File: config.mk
export PLATFORM = sky130hd
export DESIGN_NAME = reg_operand_wb_ctrl
export DESIGN_NICKNAME = d
export VERILOG_FILES = /design/src/rtl/reg_operand_wb_ctrl.sv
export SDC_FILE = /design/constraint.sdc
export NUM_CORES = 1
export LEC_CHECK = 0
export BUFFER_PORTS_ARGS = -buffer_cell sky130_fd_sc_hd__buf_2
export CORE_ASPECT_RATIO = 2
export CORE_MARGIN = 1
export CORE_UTILIZATION = 35
export DETAILED_ROUTE_END_ITERATION = 16
export GPL_ROUTABILITY_DRIVEN = 0
export GPL_TIMING_DRIVEN = 0
export SLEW_MARGIN = 10
export SYNTH_ARGS = -nofsm -noshare
export SYNTH_HDL_FRONTEND = slang
export SYNTH_SLANG_ARGS = --single-unit
File: constraint.sdc
create_clock -name clk -period 2.4 [get_ports clk]
set_input_delay 0.24 -clock clk [delete_from_list [all_inputs] [get_ports clk]]
set_output_delay 0.24 -clock clk [all_outputs]
set_load 0.01 [all_outputs]
File: src/rtl/reg_operand_wb_ctrl.sv
// rtl/reg_operand_wb_ctrl.sv - operand fetch / write-back controller around RegBank
// Optional feature macro: RF_ZERO_REG_EN (r0 reads as zero and is never write-enabled).
module reg_operand_wb_ctrl #(
  parameter int DATA_W = 16,
  parameter int NREGS  = 16,
  parameter int ADDR_W = 4
) (
  input  logic                    clk,
  input  logic                    reset,
  input  logic                    issue_valid,
  output logic                    issue_ready,
  input  logic [ADDR_W-1:0]       issue_rdest,
  input  logic [ADDR_W-1:0]       issue_rsrc,
  input  logic                    issue_wb,
  input  logic [NREGS*DATA_W-1:0] regs_flat,
  output logic [DATA_W-1:0]       op_a,
  output logic [DATA_W-1:0]       op_b,
  output logic                    op_valid,
  input  logic                    op_ready,
  input  logic                    res_valid,
  input  logic [DATA_W-1:0]       res_data,
  output logic [DATA_W-1:0]       alu_bus,
  output logic [NREGS-1:0]        reg_enable,
  output logic [7:0]              wb_count
);

  typedef enum logic [2:0] {S_IDLE, S_FETCH, S_ISSUE, S_WAIT_RES, S_WB} state_t;

  state_t            state, state_nx;
  logic [ADDR_W-1:0] rdest_q, rsrc_q;
  logic              wb_q;
  logic [DATA_W-1:0] regs [NREGS];
  logic [DATA_W-1:0] rd_a, rd_b;
  logic [NREGS-1:0]  wr_sel;

  for (genvar i = 0; i < NREGS; i++) begin : g_unflatten
    assign regs[i] = regs_flat[i*DATA_W +: DATA_W];
  end

`ifdef RF_ZERO_REG_EN
  assign rd_a   = (rdest_q == '0) ? '0 : regs[rdest_q];
  assign rd_b   = (rsrc_q  == '0) ? '0 : regs[rsrc_q];
  assign wr_sel = (rdest_q == '0) ? '0 : (NREGS'(1) << rdest_q);
`else
  assign rd_a   = regs[rdest_q];
  assign rd_b   = regs[rsrc_q];
  assign wr_sel = NREGS'(1) << rdest_q;
`endif

  always_ff @(posedge clk or negedge reset) begin
    if (!reset) state <= S_IDLE;
    else        state <= state_nx;
  end

  always_comb begin
    state_nx = state;
    case (state)
      S_IDLE:     if (issue_valid) state_nx = S_FETCH;
      S_FETCH:    state_nx = S_ISSUE;
      S_ISSUE:    if (op_ready) state_nx = S_WAIT_RES;
      S_WAIT_RES: if (res_valid) state_nx = wb_q ? S_WB : S_IDLE;
      S_WB:       state_nx = S_IDLE;
      default:    state_nx = S_IDLE;
    endcase
  end

  always_comb begin
    issue_ready = (state == S_IDLE);
  end

  // Registered datapath; reset discards any in-flight instruction.
  always_ff @(posedge clk or negedge reset) begin
    if (!reset) begin
      rdest_q    <= '0;
      rsrc_q     <= '0;
      wb_q       <= 1'b0;
      op_a       <= '0;
      op_b       <= '0;
      op_valid   <= 1'b0;
      alu_bus    <= '0;
      reg_enable <= '0;
      wb_count   <= 8'h00;
    end else begin
      case (state)
        S_IDLE: begin
          if (issue_valid) begin
            rdest_q <= issue_rdest;
            rsrc_q  <= issue_rsrc;
            wb_q    <= issue_wb;
          end
        end
        S_FETCH: begin
          op_a     <= rd_a;
          op_b     <= rd_b;
          op_valid <= 1'b1;
        end
        S_ISSUE: begin
          if (op_ready) op_valid <= 1'b0;
        end
        S_WAIT_RES: begin
          if (res_valid && wb_q) begin
            alu_bus    <= res_data;
            reg_enable <= wr_sel;
          end
        end
        S_WB: begin
          reg_enable <= '0;
          wb_count   <= wb_count + 8'd1;
        end
        default: ;
      endcase
    end
  end

endmodule
# == Word level (Yosys, flattened, before mapping) ==
# Index checks and enable logic that the tools add are counted.
# word_totals
register_bits,85
in_bits,286
output_inout_bits,74
wordCells,48
# classes
add_sub_neg,1
order_cmp,2
eq_ne,8
n_shift,1
n_mux,15
bitwise,2
n_reduce_logical,9
# ops
operator,n
$bmux W16 S4,2
$mux W16,5
$pmux W16 S2,1
$shl A1 B4 Y16 const A,1
$mux W3,4
$pmux W3 S4,1
$ge A5 B5 Y1 const B,2
$not A4 Y5,2
$add A8 B1 Y8 const B,1
$ne A2 B2 Y1 const B,4
$reduce_and A2 Y1,4
$eq A3 B2 Y1 const B,2
$reduce_bool A2 Y1,2
$eq A3 B1 Y1 const B,1
$eq A3 B3 Y1 const B,1
$logic_not A3 Y1,1
$reduce_and A3 Y1,1
$pmux W1 S2,1
$logic_and A1 B1 Y1,1
$mux W1,1

# == Longest topological paths before layout ==
# logic_depth
word_depth,4
depth_mapped,8
depth_no_buf,4

# == Least setup slack after synthesis ==
# No wires, ideal clock.
# synth_path
kind,reg-to-reg
from,register rsrc_q[1]
to,register op_b[15]
setup_time_ns,0.121
t_arrival_ns,1.587
required_time_ns,2.279
setup_slack_ns,0.692
stages_incl_launch_ff,7
path_buffers,2
period_less_slack_ns,1.708
path_cell_list,dfrtp_1 > buf_2 > buf_2 > mux4_2 > mux2_2 > nand2_1 > nand2_1
# synth_between
elab_chain_len,4
# synth_lines
item,line,source
"start, declared",30,"logic [ADDR_W-1:0] rdest_q, rsrc_q;"
"start signal, assigned",88,rsrc_q <= issue_rsrc;
$not A4 Y5 (implied by the code),46,assign rd_b = regs[rsrc_q];
$bmux W16 S4,46,
$mux W16 (implied by the code) (2 in series),46,
"end signal, assigned",94,op_b <= rd_b;
"end, declared",17,"output logic [DATA_W-1:0] op_b,"
# Every way passes these cells. The select of a mux whose other input is x is not followed.
# A chain may end at the register's enable or synchronous reset.

# == Worst setup path after layout ==
# layout_path
from,register rsrc_q[1]
to,register op_b[1]
# Same word-level chain as after synthesis.

==> impl_summary.md <==
Drt
Dividing the detail-routed wire length by the instance count gives about 30 microns. For this run, design rule violations remaining after detail routing come to 0. The final antenna-violating net count is 0.

The via total after detailed routing is about 8000. The number of design-rule violations left by the first detailed-router iteration is just over 500. The detailed-routing iteration count for the pre-antenna-repair pass is 5.

The overall routed net length is ~39 mm. Using the TritonRoute via totals, the vias-per-cell ratio works out to a little over 6.

Final layout
The number of fill cells is 2117. The footprint of the multi-input gates is about 5000 sq um. Relative to the synthesized area, the layout overhead comes to 33.31%.

The sequential standard cell area is around 2100 sq um. The fraction of layout instances using a drive strength above 1 is slightly above 50%. The net count of the finished layout is 1315. The final instance count without filler cells is roughly 1300.

Worst setup path
The top fanout value on the critical path is 10. At the worst endpoint, the required time is about 2.7 ns. Data on the critical path arrives at its endpoint at roughly 2.6 ns. The sort of element at the start of the critical path is a flip-flop.

The worst setup path is captured at a flip-flop. The critical path is of the reg -> reg type.

Synth
The number of synthesized register bits is 85. The number of nets produced by synthesis is 943. The count of mapped cells out of synthesis is 656. In the post-synthesis netlist, the biggest area contributors are sky130_fd_sc_hd__dfrtp_1 (28%), sky130_fd_sc_hd__mux4_2 (13%), sky130_fd_sc_hd__mux2i_1 (12%).

Of the synthesized area, sequential elements account for 28.19%. The share of flip-flops with an asynchronous set or reset after synthesis is 100.0%. The number of synthesized flops with an enable pin is 0. The synthesized design devotes to its leading area cell type approximately 28% of total area.

Synthesis instantiated 50 different standard cells from the library. For this run, the number of Yosys warnings is 0. The cell area after synthesis is roughly 7500 sq um. Among all flip-flop cells after synthesis, the most frequent one is sky130_fd_sc_hd__dfrtp_1. The average instance in the mapped netlist occupies between 10 and 15 sq um. Summed over all instances, the cell type with the most area after synthesis is sky130_fd_sc_hd__dfrtp_1.

Place
The post-placement cell count is 1285. The detailed placement HPWL is between 30 and 40 mm. The number of port buffers is about 360.

Timing
Static timing analysis puts the maximum clock frequency at between 0.4 and 0.5 GHz. The final-report hold violation count is 0. The worst path uses approximately 98% of the clock period. The number of pins with negative max-slew slack in the final report is 0.

The setup violation total in the final timing report is 0. The final worst clock skew is 0.01317 ns. The worst relative slew slack is between 10% and 20%. The clock period minus final worst setup slack is 2.346 ns. The actual transition at the worst max-transition pin is roughly 1.2 ns.

The worst slack on hold paths is approximately 0.10 ns. Setup repair after global routing left no endpoint under its margin.

CTS
For the worst-skew pair, the clock arrives at the later sink with an insertion delay of roughly 0.37 ns. Clock-pin slew was measured on the worst setup and hold paths at 0.08 ns. The H-tree was split into 3 levels. The count of clock tree sinks is 85.

TritonCTS built the clock tree. The clock tree root buffer cell is sky130_fd_sc_hd__clkbuf_16. The largest buffer count on any clock path is 2. The number of buffers added by the clock tree synthesis step is 9.

Min path
In this run the worst hold path is classified as in -> reg.

Global routing
The total overflow left after global routing is 0. The wire length of the first global-routing pass is around 55 mm. The via count of the first global-routing pass is 8556. In the global route stage, overall resource usage came out at 34.73%. The initial antenna violation count came to 10.

The largest net degree at the start of global routing is 48.

Floorplanning
The die boundary height is ~210 microns. The total I/O pin count is 360. Once the floorplan was initialized, standard cells occupied between 30 and 40% of the core. The standard-cell row count is 75. The area of the die is between 20000 and 25000 sq um. Measured along the x axis, the die boundary spans 105.8 microns. The area of the placeable core is approximately 21000 sq um.

Power and ir drop
In this run the power density over the cells is between 1000 and 1500 nW/um^2. The maximum ir drop on the vdd rail is approximately 0.00065 V. The internal portion of the total power is approximately 6500 uW. The sequential cell fraction of total power is 19.1%. In this run the power spent charging and discharging nets is around 6000 uW. The analysis attributes to cell leakage a power of 0.004762 uW. Of the total power, combinational logic draws between 60% and 70%. The relative contribution of the clock network to total power is approximately 13%.

Of the total power, the share spent switching nets is 47.47%.

Flow run
The max-capacitance violation count is 0.

Status
The flow ran to the end, and the final reports show no timing, DRC or antenna violations.
==> critical path, stage by stage, from the launching register on <==
cell,delay (ns)
sky130_fd_sc_hd__dfrtp_1,0.32
sky130_fd_sc_hd__buf_2,0.15
sky130_fd_sc_hd__clkbuf_1,0.79
sky130_fd_sc_hd__mux4_1,0.42
sky130_fd_sc_hd__mux2_2,0.30
sky130_fd_sc_hd__a22oi_1,0.15
sky130_fd_sc_hd__o21ai_1,0.09
==> sequential cells by signal, summed over array words and instances (netlist names) <==
register,count
reg_enable,16
state,3
wb_count,8
wb_q,1
op_valid,1
op_b,16
alu_bus,16
rdest_q,4
rsrc_q,4
op_a,16
==> layout by cell type, fill, tap and decap left out, drive strengths merged, types with 4 or more instances in the layout <==
cell / count
mux4: 71
nor2: 32
a22o: 22
o221ai: 4
mux2: 55
mux2i: 87
a32oi: 5
nand2: 30
nand2b: 5
o21ai: 38
a2111o: 6
a22oi: 29
buf: 403
o211ai: 4
o311ai: 8
o22ai: 7
nand3: 29
xnor2: 6
o41ai: 6
o22a: 5
inv: 6
o31ai: 10
clkbuf: 36
nor2b: 6
dfrtp: 85
diode: 10
==> metal layers <==
metal	vias up	GRT usage (%)	routed length, microns
met4	0	26.96	2912
met1	4003	35.77	13170
met2	465	61.73	20140
met3	156	5.621	2583
li1	3423	-	-
met5	-	0	0
==> cell type report <==
| class | instances | share of cell area [%] |
|---|---|---|
| multi-input combinational | 497 | 50.01 |
| sequential | 85 | 21.14 |
| timing repair buffer | 361 | 18.26 |
| buffer | 68 | 3.669 |
| tap | 269 | 3.346 |
| clock buffer | 11 | 2.512 |
| clock inverter | 5 | 0.5846 |
| antenna | 10 | 0.2488 |
| inverter | 6 | 0.2239 |
==> kinds of logic (layout without fill, tap and decap cells) <==
kind of cell    after synthesis  count (layout)  share of synthesized area, %
simple gates                118             118                         7.677
other cells                   0              10                             0
buf+inv                      74             451                         5.173
flops                        85              85                         28.19
mux                         213             213                         42.38
xor+xnor                      7               7                        0.8125
compound gates              158             158                         15.60
fa+ha+maj                     1               1                        0.1658
==> final timing paths <==
check                                  from     endpoint  slack (ns)  cells past startpoint
worst max-delay path              rsrc_q[1]      op_b[1]        0.05                      6
worst min-delay path            res_data[5]   alu_bus[5]        0.10                      2
worst max register to register    rsrc_q[1]      op_b[1]        0.05                      6
worst min register to register  wb_count[7]  wb_count[7]        0.47                      1
max in group asynchronous             reset  alu_bus[15]        1.28                      3
min in group asynchronous             reset      op_b[0]        0.41                      2
==> per-stage QoR <==
step                      power, uW  setup TNS, ns  instance area (sq um)  worst slack (ns)  util (%)
final                         12430              0                  10060           0.05425     47.86
after global routing          12930              0                  10060          0.004497     47.86
after global placement        10730              0                   9679           0.02834     46.05
after CTS                     12380              0                  10030           0.09926     47.73
after detailed placement      10790       -0.01456                   9709          -0.01456     46.19
after floorplan                7682              0                   7546            0.6915         -
==> synth_stat cells, drive strengths merged, types with 2 or more instances <==
| cell | count |
|---|---|
| a2111o | 6 |
| a21oi | 3 |
| a221o | 2 |
| a221oi | 2 |
| a22o | 22 |
| a22oi | 29 |
| a2bb2oi | 2 |
| a32oi | 5 |
| and2 | 3 |
| and3 | 2 |
| buf | 43 |
| clkbuf | 25 |
| dfrtp | 85 |
| inv | 6 |
| mux2 | 55 |
| mux2i | 87 |
| mux4 | 71 |
| nand2 | 30 |
| nand2b | 5 |
| nand3 | 29 |
| nand4 | 3 |
| nor2 | 32 |
| nor2b | 6 |
| nor3 | 3 |
| nor3b | 2 |
| o2111ai | 3 |
| o211ai | 4 |
| o21ai | 38 |
| o221ai | 4 |
| o22a | 5 |
| o22ai | 7 |
| o311ai | 8 |
| o31ai | 10 |
| o41ai | 6 |
| xnor2 | 6 |
==> power groups by stage <==
stage,logic [uW],registers (uW),clock network [uW]
finish,8500,2380,1550
global route,8880,2440,1610
CTS,8440,2370,1570
detailed placement,8400,2390,0
global placement,8350,2370,0
floorplan,5090,2590,0
==> timing repair <==
item,4_1_cts,5_1_grt
hold endpoints to repair,38,0
buffers inserted,0,0
hold buffers,1,0
resized for setup,1,1
endpoints found under the setup margin,4,1
Power figures use the tool's default switching activity.
